File: src/rtl/cpu_ctrl_pkg.sv
// Shared encodings for the hardwired control unit: opcodes, ALU codes,
// sequencer steps, instruction classes and the strobe bundle.
package cpu_ctrl_pkg;

    localparam int unsigned OP_W  = 5;
    localparam int unsigned ALU_W = 4;
    localparam int unsigned IR_W  = 32;

    localparam logic [OP_W-1:0] OP_LD   = 5'd0;
    localparam logic [OP_W-1:0] OP_LDI  = 5'd1;
    localparam logic [OP_W-1:0] OP_ST   = 5'd2;
    localparam logic [OP_W-1:0] OP_ADD  = 5'd3;
    localparam logic [OP_W-1:0] OP_SUB  = 5'd4;
    localparam logic [OP_W-1:0] OP_AND  = 5'd5;
    localparam logic [OP_W-1:0] OP_OR   = 5'd6;
    localparam logic [OP_W-1:0] OP_SHR  = 5'd7;
    localparam logic [OP_W-1:0] OP_SHRA = 5'd8;
    localparam logic [OP_W-1:0] OP_SHL  = 5'd9;
    localparam logic [OP_W-1:0] OP_ROR  = 5'd10;
    localparam logic [OP_W-1:0] OP_ROL  = 5'd11;
    localparam logic [OP_W-1:0] OP_ADDI = 5'd12;
    localparam logic [OP_W-1:0] OP_ANDI = 5'd13;
    localparam logic [OP_W-1:0] OP_ORI  = 5'd14;
    localparam logic [OP_W-1:0] OP_MUL  = 5'd15;
    localparam logic [OP_W-1:0] OP_DIV  = 5'd16;
    localparam logic [OP_W-1:0] OP_NEG  = 5'd17;
    localparam logic [OP_W-1:0] OP_NOT  = 5'd18;
    localparam logic [OP_W-1:0] OP_BR   = 5'd19;
    localparam logic [OP_W-1:0] OP_JR   = 5'd20;
    localparam logic [OP_W-1:0] OP_JAL  = 5'd21;
    localparam logic [OP_W-1:0] OP_IN   = 5'd22;
    localparam logic [OP_W-1:0] OP_OUT  = 5'd23;
    localparam logic [OP_W-1:0] OP_MFHI = 5'd24;
    localparam logic [OP_W-1:0] OP_MFLO = 5'd25;
    localparam logic [OP_W-1:0] OP_NOP  = 5'd26;
    localparam logic [OP_W-1:0] OP_HALT = 5'd27;

    localparam logic [ALU_W-1:0] ALU_ADD  = 4'd0;
    localparam logic [ALU_W-1:0] ALU_SUB  = 4'd1;
    localparam logic [ALU_W-1:0] ALU_AND  = 4'd2;
    localparam logic [ALU_W-1:0] ALU_OR   = 4'd3;
    localparam logic [ALU_W-1:0] ALU_SHR  = 4'd4;
    localparam logic [ALU_W-1:0] ALU_SHRA = 4'd5;
    localparam logic [ALU_W-1:0] ALU_SHL  = 4'd6;
    localparam logic [ALU_W-1:0] ALU_ROR  = 4'd7;
    localparam logic [ALU_W-1:0] ALU_ROL  = 4'd8;
    localparam logic [ALU_W-1:0] ALU_MUL  = 4'd9;
    localparam logic [ALU_W-1:0] ALU_DIV  = 4'd10;
    localparam logic [ALU_W-1:0] ALU_NEG  = 4'd11;
    localparam logic [ALU_W-1:0] ALU_NOT  = 4'd12;

    // Sequencer step; values are ordered so T0..T7 can be compared/incremented.
    typedef enum logic [3:0] {
        ST_T0, ST_T1, ST_T2, ST_T3, ST_T4, ST_T5, ST_T6, ST_T7, ST_HALT
    } step_e;

    // Instruction classes sharing one execute sequence.
    typedef enum logic [3:0] {
        CL_NOP, CL_ALU3, CL_IMM, CL_UNARY, CL_MULDIV, CL_LD, CL_ST, CL_BR,
        CL_JR, CL_JAL, CL_IN, CL_OUT, CL_MFHI, CL_MFLO, CL_HALT
    } iclass_e;

    // Every datapath strobe driven by the control unit.
    typedef struct packed {
        logic gra, grb, grc, rin, rout, baout, cout;
        logic hiin, loin, pcin, irin, yin, zin, marin, mdrin, outportin, conin;
        logic hiout, loout, pcout, mdrout, zlowout, zhighout, inportout;
        logic incpc, mdrread, memwrite;
        logic [ALU_W-1:0] alu_sel;
    } ctrl_t;

endpackage

File: src/rtl/control_unit_op_decode.sv
// Opcode decoder: maps an opcode to its execute class, ALU code and the
// last execute step of that class.
module control_unit_op_decode
    import cpu_ctrl_pkg::*;
(
    input  logic [OP_W-1:0]  opcode,
    output iclass_e          iclass_c,
    output logic [ALU_W-1:0] alu_sel_c,
    output step_e            last_step_c
);

    // Class and ALU operation per opcode; undefined opcodes behave as nop.
    always_comb begin
        iclass_c  = CL_NOP;
        alu_sel_c = ALU_ADD;
        case (opcode)
            OP_LD:   iclass_c = CL_LD;
            OP_ST:   iclass_c = CL_ST;
            OP_LDI:  iclass_c = CL_IMM;
            OP_ADDI: iclass_c = CL_IMM;
            OP_ANDI: begin iclass_c = CL_IMM;    alu_sel_c = ALU_AND;  end
            OP_ORI:  begin iclass_c = CL_IMM;    alu_sel_c = ALU_OR;   end
            OP_ADD:  iclass_c = CL_ALU3;
            OP_SUB:  begin iclass_c = CL_ALU3;   alu_sel_c = ALU_SUB;  end
            OP_AND:  begin iclass_c = CL_ALU3;   alu_sel_c = ALU_AND;  end
            OP_OR:   begin iclass_c = CL_ALU3;   alu_sel_c = ALU_OR;   end
            OP_SHR:  begin iclass_c = CL_ALU3;   alu_sel_c = ALU_SHR;  end
            OP_SHRA: begin iclass_c = CL_ALU3;   alu_sel_c = ALU_SHRA; end
            OP_SHL:  begin iclass_c = CL_ALU3;   alu_sel_c = ALU_SHL;  end
            OP_ROR:  begin iclass_c = CL_ALU3;   alu_sel_c = ALU_ROR;  end
            OP_ROL:  begin iclass_c = CL_ALU3;   alu_sel_c = ALU_ROL;  end
            OP_MUL:  begin iclass_c = CL_MULDIV; alu_sel_c = ALU_MUL;  end
            OP_DIV:  begin iclass_c = CL_MULDIV; alu_sel_c = ALU_DIV;  end
            OP_NEG:  begin iclass_c = CL_UNARY;  alu_sel_c = ALU_NEG;  end
            OP_NOT:  begin iclass_c = CL_UNARY;  alu_sel_c = ALU_NOT;  end
            OP_BR:   iclass_c = CL_BR;
            OP_JR:   iclass_c = CL_JR;
            OP_JAL:  iclass_c = CL_JAL;
            OP_IN:   iclass_c = CL_IN;
            OP_OUT:  iclass_c = CL_OUT;
            OP_MFHI: iclass_c = CL_MFHI;
            OP_MFLO: iclass_c = CL_MFLO;
            OP_HALT: iclass_c = CL_HALT;
            default: iclass_c = CL_NOP;
        endcase
    end

    // Final execute step per class; single-step classes end in T3.
    always_comb begin
        last_step_c = ST_T3;
        case (iclass_c)
            CL_ALU3, CL_IMM:   last_step_c = ST_T5;
            CL_UNARY, CL_JAL:  last_step_c = ST_T4;
            CL_MULDIV, CL_BR:  last_step_c = ST_T6;
            CL_LD, CL_ST:      last_step_c = ST_T7;
            default:           last_step_c = ST_T3;
        endcase
    end

endmodule

File: src/rtl/control_unit.sv
// Hardwired fetch/execute sequencer for the CPU datapath.
// Optional CU_MEM_WAIT_EN: adds mem_ready and stalls memory steps until it is high.
module control_unit
    import cpu_ctrl_pkg::*;
(
    input  logic             clk,
    input  logic             clr,
    input  logic [IR_W-1:0]  ir,
    input  logic             con_out,
`ifdef CU_MEM_WAIT_EN
    input  logic             mem_ready,
`endif
    output logic             run,
    output logic             Gra, Grb, Grc,
    output logic             Rin, Rout, BAout, Cout,
    output logic             HIin, LOin, PCin, IRin, Yin, Zin, MARin, MDRin, outPortin, conIn,
    output logic             HIout, LOout, PCout, MDRout, ZLowout, ZHighout, InPortout,
    output logic             IncPC, MDRread, memWrite,
    output logic [ALU_W-1:0] ALUselect
);

    step_e            step;
    iclass_e          iclass;
    logic [ALU_W-1:0] alu_sel;
    step_e            last_step;
    ctrl_t            ctrl;
    logic             hold_c;
    logic             unused_ir_fields;

    // Only the opcode field matters here; register fields go to sel_enc directly.
    assign unused_ir_fields = ^ir[IR_W-OP_W-1:0];

    control_unit_op_decode u_op_decode (
        .opcode      (ir[IR_W-1:IR_W-OP_W]),
        .iclass_c    (iclass),
        .alu_sel_c   (alu_sel),
        .last_step_c (last_step)
    );

    // Strobe decode of (step, class); everything is gated off unless running.
    always_comb begin
        ctrl = '0;
        if (run) begin
            case (step)
                ST_T0: begin ctrl.pcout = 1'b1; ctrl.marin = 1'b1; ctrl.incpc = 1'b1; end
                ST_T1: begin ctrl.mdrread = 1'b1; ctrl.mdrin = 1'b1; end
                ST_T2: begin ctrl.mdrout = 1'b1; ctrl.irin = 1'b1; end
                ST_T3: case (iclass)
                    CL_ALU3:             begin ctrl.grb = 1'b1; ctrl.rout = 1'b1; ctrl.yin = 1'b1; end
                    CL_IMM, CL_LD, CL_ST: begin ctrl.grb = 1'b1; ctrl.baout = 1'b1; ctrl.yin = 1'b1; end
                    CL_UNARY:            begin ctrl.grb = 1'b1; ctrl.rout = 1'b1; ctrl.zin = 1'b1; ctrl.alu_sel = alu_sel; end
                    CL_MULDIV:           begin ctrl.gra = 1'b1; ctrl.rout = 1'b1; ctrl.yin = 1'b1; end
                    CL_BR:               begin ctrl.gra = 1'b1; ctrl.rout = 1'b1; ctrl.conin = 1'b1; end
                    CL_JR:               begin ctrl.gra = 1'b1; ctrl.rout = 1'b1; ctrl.pcin = 1'b1; end
                    CL_JAL:              begin ctrl.pcout = 1'b1; ctrl.grb = 1'b1; ctrl.rin = 1'b1; end
                    CL_IN:               begin ctrl.inportout = 1'b1; ctrl.gra = 1'b1; ctrl.rin = 1'b1; end
                    CL_OUT:              begin ctrl.gra = 1'b1; ctrl.rout = 1'b1; ctrl.outportin = 1'b1; end
                    CL_MFHI:             begin ctrl.hiout = 1'b1; ctrl.gra = 1'b1; ctrl.rin = 1'b1; end
                    CL_MFLO:             begin ctrl.loout = 1'b1; ctrl.gra = 1'b1; ctrl.rin = 1'b1; end
                    default: ;
                endcase
                ST_T4: case (iclass)
                    CL_ALU3:             begin ctrl.grc = 1'b1; ctrl.rout = 1'b1; ctrl.zin = 1'b1; ctrl.alu_sel = alu_sel; end
                    CL_IMM, CL_LD, CL_ST: begin ctrl.cout = 1'b1; ctrl.zin = 1'b1; ctrl.alu_sel = alu_sel; end
                    CL_UNARY:            begin ctrl.zlowout = 1'b1; ctrl.gra = 1'b1; ctrl.rin = 1'b1; end
                    CL_MULDIV:           begin ctrl.grb = 1'b1; ctrl.rout = 1'b1; ctrl.zin = 1'b1; ctrl.alu_sel = alu_sel; end
                    CL_BR:               begin ctrl.pcout = 1'b1; ctrl.yin = 1'b1; end
                    CL_JAL:              begin ctrl.gra = 1'b1; ctrl.rout = 1'b1; ctrl.pcin = 1'b1; end
                    default: ;
                endcase
                ST_T5: case (iclass)
                    CL_ALU3, CL_IMM:     begin ctrl.zlowout = 1'b1; ctrl.gra = 1'b1; ctrl.rin = 1'b1; end
                    CL_MULDIV:           begin ctrl.zlowout = 1'b1; ctrl.loin = 1'b1; end
                    CL_LD, CL_ST:        begin ctrl.zlowout = 1'b1; ctrl.marin = 1'b1; end
                    CL_BR:               begin ctrl.cout = 1'b1; ctrl.zin = 1'b1; ctrl.alu_sel = alu_sel; end
                    default: ;
                endcase
                ST_T6: case (iclass)
                    CL_MULDIV:           begin ctrl.zhighout = 1'b1; ctrl.hiin = 1'b1; end
                    CL_LD:               begin ctrl.mdrread = 1'b1; ctrl.mdrin = 1'b1; end
                    CL_ST:               begin ctrl.gra = 1'b1; ctrl.rout = 1'b1; ctrl.mdrin = 1'b1; end
                    CL_BR:               begin ctrl.zlowout = con_out; ctrl.pcin = con_out; end
                    default: ;
                endcase
                ST_T7: case (iclass)
                    CL_LD:               begin ctrl.mdrout = 1'b1; ctrl.gra = 1'b1; ctrl.rin = 1'b1; end
                    CL_ST:               ctrl.memwrite = 1'b1;
                    default: ;
                endcase
                default: ;
            endcase
        end
    end

`ifdef CU_MEM_WAIT_EN
    // Memory steps stretch until the memory reports completion.
    assign hold_c = (ctrl.mdrread | ctrl.memwrite) & ~mem_ready;
`else
    assign hold_c = 1'b0;
`endif

    // Step sequencer: start on the first edge after clr, advance, wrap or halt.
    always_ff @(posedge clk or posedge clr) begin
        if (clr) begin
            step <= ST_T0;
            run  <= 1'b0;
        end else if (step == ST_HALT) begin
            run <= 1'b0;
        end else if (!run) begin
            run <= 1'b1;
        end else if (!hold_c) begin
            if (step >= ST_T3 && step >= last_step) begin
                if (iclass == CL_HALT) begin
                    step <= ST_HALT;
                    run  <= 1'b0;
                end else begin
                    step <= ST_T0;
                end
            end else begin
                step <= step_e'(4'(step) + 4'd1);
            end
        end
    end

    assign Gra = ctrl.gra;       assign Grb = ctrl.grb;         assign Grc = ctrl.grc;
    assign Rin = ctrl.rin;       assign Rout = ctrl.rout;       assign BAout = ctrl.baout;
    assign Cout = ctrl.cout;     assign HIin = ctrl.hiin;       assign LOin = ctrl.loin;
    assign PCin = ctrl.pcin;     assign IRin = ctrl.irin;       assign Yin = ctrl.yin;
    assign Zin = ctrl.zin;       assign MARin = ctrl.marin;     assign MDRin = ctrl.mdrin;
    assign outPortin = ctrl.outportin;                          assign conIn = ctrl.conin;
    assign HIout = ctrl.hiout;   assign LOout = ctrl.loout;     assign PCout = ctrl.pcout;
    assign MDRout = ctrl.mdrout; assign ZLowout = ctrl.zlowout; assign ZHighout = ctrl.zhighout;
    assign InPortout = ctrl.inportout;                          assign IncPC = ctrl.incpc;
    assign MDRread = ctrl.mdrread;                              assign memWrite = ctrl.memwrite;
    assign ALUselect = ctrl.alu_sel;

endmodule
File: config.mk
export PLATFORM = sky130hd
export DESIGN_NAME = control_unit
export DESIGN_NICKNAME = d
export VERILOG_FILES = /design/src/rtl/cpu_ctrl_pkg.sv /design/src/rtl/control_unit_op_decode.sv /design/src/rtl/control_unit.sv
export SDC_FILE = /design/constraint.sdc
export NUM_CORES = 1
export LEC_CHECK = 0
export ABC_AREA = 1
export CAP_MARGIN = 20
export CORE_MARGIN = 2
export CORE_UTILIZATION = 35
export DETAILED_ROUTE_END_ITERATION = 10
export PLACE_DENSITY = 0.77
export SYNTH_ARGS = -nofsm -noshare
export SYNTH_HDL_FRONTEND = slang
export SYNTH_SLANG_ARGS = --single-unit
File: constraint.sdc
create_clock -name clk -period 5.1 [get_ports clk]
set_clock_uncertainty 0.2 [all_clocks]
set_input_delay 1.53 -clock clk [delete_from_list [all_inputs] [get_ports clk]]
set_output_delay 1.53 -clock clk [all_outputs]
set_load 0.005 [all_outputs]
==> results.txt <==
- Root cell of the clock tree: clkbuf_8
* Wire length per cell: 17.3 microns
- Highest-delay cell along the critical path: nor2_4
- Run status: finished with violations
- The most critical setup path has its startpoint at ir[29].
- Largest fanout of any net on the critical path: 5
* Layout-stage area growth over the synthesis result: 96.1%
- R2R Path Start: step[0]
* CP Buf/Inv Count: 7
- Initial cell density of the core: 37.0%
* Highest Clock Rate: 185 MHz
- At the end of routability-driven placement, the weighted congestion stood at 0.884.
* Row Count: 22
* Total wire length: 7.21 mm
- Core box area: 0.00374 sq mm
* Final worst-path setup slack: -299 ps
* Synth Instances: 245
- VDD IR-drop max: 0.303 mV
* Non-Filler Cell Area, Final: 0.00272 sq mm
- In this run the remaining antenna-violating nets after routing total 0.
- Netlist cell types: 36
- Deepest level of the CTS H-tree: 1
- After global routing the overflow that remains totals 0.
- Number of cells in the finished layout apart from fillers: 418
* Number of sinks driven by the clock tree: 5
- Mean area per synthesized cell: 5.66 sq um
- Kind of cell adding the most delay to the critical path: simple AND/OR/NAND/NOR gates
- In this run the static leakage power is 1.50 nW.
- Setup repair after global routing missed its margin: yes
- The number of placed instances, taps included, is 387.
- CTS tree: done
- The worst path in the final design needs a cycle of 5400 ps, including I/O delays and setup.
* Number of enable-type register cells in the synthesized netlist: 0
- Cells along the critical path: buf_8, nor2_4, buf_6, nand3_2, nand2_2, inv_2, nand4_1, buf_4, ha_4, inv_6, o211ai_4, o21ai_1, nand2_1, nand2_2, buf_6, nor2_1, buf_2
* Violations in the final reports: negative setup slack
- The first routing iteration left 402 violations.
- Number of hold-slack violations in the final timing report: 0
- The sequential cells in the finished layout cover a total of 125 sq um.
- Sorting the synthesized cells by area gives the leading types as inv_1 12%, nand2_1 12%, dfrtp_1 9.0%.
- Utilization after layout: 72.6%
* Element type at the critical path end: primary output
- Count of endpoints failing setup in the final report: 17
- Num ports: 67
- The die is 66.9 microns wide.
- Iteration count of the initial detailed-routing pass: 6
- Clock transition time at the flip-flop clock pins of the worst setup and hold paths: 40 ps
- Number of buffers on the longest clock path: 2
- Net count after synthesis: 290
* Vias/cell: 5.70
* Clock buffer count from CTS: 3
* Total half-perimeter wirelength after legalization and detailed placement: 3.82 mm
- The number of antenna diodes in the final layout is 0.
- The via count of the first global-routing pass came to 2122.
- Worst-case headroom to the max-slew limit: 67.6%
- Worst Path Arrival: 3670 ps
- Number of max-slew violations in the final report: 0
- Counting instances in the post-synthesis netlist gives the leading cell types as 44 x inv_1, 44 x nand2_1, 33 x nor2_1, 18 x nand3_1, 18 x o21ai_0.
- Slew at the pin closest to its max-slew limit: 482 ps
* Worst Path Required: 3370 ps
* GRT Util Overall: 28.4%
- The critical path in this run is classified as in -> out.
- After detailed routing, the number of remaining DRC violations is 0.
- Insertion delay to the later sink of the worst-skew pair: 220 ps
- The placed instances occupy a cell area of 0.00225 sq mm.
- Summing every instance area after synthesis gives 0.00139 sq mm.
- Flip-flop cell with the highest count after synthesis: dfrtp_1
- Delay of the slowest critical-path stage: 240 ps
- Pin count of the biggest net entering global routing: 13
- For this run, the number of Yosys warnings is 0.
* Pwr/cell area: 240 mW/mm^2
* Wire length of the first global-routing pass: 9.75 mm
- Ratio of final minimum period to clock period: 106%
- Net count of the finished layout: 416
- Sequential area share after synthesis: 9.03%
- Area of the die: 0.00448 sq mm
* Ys async rst share: 100%
- Count of state elements after synthesis: 5
* Share of cells above drive strength 1: 51.1%
* Path category of the worst min-delay check: reg -> reg
- After clock tree synthesis, the flow added hold-fix buffers numbering 0.
* Startpoint of the worst hold path: step[2]
* Largest area contributor in the synthesized netlist: inv_1
- Total of max-cap violations: 0
* Synth top area share: 11.9%
* Antenna violations before repair: 0
* Footprint of the multi-input gates: 0.00127 sq mm
* Count of input and output buffers: 39
- The final route contains 2381 vias.
- The worst setup path is launched from an input pin.
- Final-layout fill cell count: 266
* Overall die height: 66.9 microns
layout by cell type, fill, tap and decap left out, drive strengths merged, types with 2 or more instances in the layout:
| cell type | netlist | routed |
|---|---|---|
| ha | 10 | 10 |
| dfrtp | 5 | 5 |
| o31ai | 2 | 2 |
| nor3 | 6 | 6 |
| nor2 | 40 | 40 |
| nand3 | 21 | 21 |
| and2 | 2 | 2 |
| o21ai | 20 | 20 |
| a22oi | 2 | 2 |
| dlygate4sd2 | 0 | 5 |
| nor4 | 3 | 3 |
| inv | 53 | 53 |
| o211ai | 4 | 4 |
| clkbuf | 0 | 12 |
| nand4 | 3 | 3 |
| a21oi | 7 | 7 |
| clkdlybuf4s50 | 0 | 8 |
| buf | 4 | 101 |
| dlymetal6s2s | 0 | 2 |
| nand2 | 54 | 54 |
logic make-up (layout without fill, tap and decap cells):
group | after synthesis | count (layout) | share of synthesized area, %
AND/OR/NAND/NOR | 131 | 131 | 46.9
AO/OA/AOI/OAI | 41 | 41 | 18.2
flip-flops | 5 | 5 | 9.03
buffers and inverters | 58 | 183 | 16.8
adder cells (fa/ha/maj) | 10 | 10 | 9.03
registers in the layout, indices dropped and copies added, names as in the netlist:
signal / cells
run: 1
step: 4
through the flow:
step / hold WS, ps / total power [mW] / setup WS, ps / TNS [ps]
finish: 436 / 0.652 / -299 / -2880
global route: 458 / 0.698 / -385 / -4300
CTS: 426 / 0.589 / -156 / -1240
detailed placement: 422 / 0.492 / -897 / -19800
global placement: 426 / 0.480 / -909 / -19330
floorplan: 367 / 0.291 / 111 / 0
timing repair:
| item | CTS | global route |
|---|---|---|
| endpoints found under the hold margin | 0 | 0 |
| resized for setup | 114 | 74 |
| setup endpoints to repair | 27 | 25 |
| buffers inserted | 23 | 5 |
| pin swaps | 28 | 28 |
final cells by class:
cell class / count / share of cell area [%]
tap: 48 / 2.21
inverter: 54 / 8.01
multi-input combinational: 182 / 46.7
clock buffer: 4 / 1.66
timing repair buffer: 125 / 36.9
sequential: 5 / 4.60
layer usage:
layer  vias up  GRT usage (%)  routed length [microns]
met5         -              0                        0
met4         0           9.18                      399
met3        61           6.25                      824
met2       217           49.6                     3430
met1      1059           34.0                     2560
li1       1044              -                        -
worst min-delay path, delay by kind of cell (launching register included):
kind               cells  cell delay, ps
DFF                    1             410
AOI/OAI and AO/OA      2             170
power breakdown:
part | total (mW) | switching [mW] | internal [mW] | leakage (nW)
clock network | 0.0723 | 0.0187 | 0.0536 | 0.0228
registers | 0.0773 | 0.0217 | 0.0557 | 0.0598
logic | 0.502 | 0.286 | 0.216 | 1.42
final timing paths:
check / end / slack [ps] / cells after the start
worst max register to register: run / 3080 / 12
min in group asynchronous: run / 1310 / 2
worst min register to register: step[2] / 440 / 2
worst max-delay path: ALUselect[1] / -300 / 17
max in group asynchronous: step[1] / 3220 / 2
worst min-delay path: step[2] / 440 / 2
No activity file was read; power rests on OpenSTA's default activity.
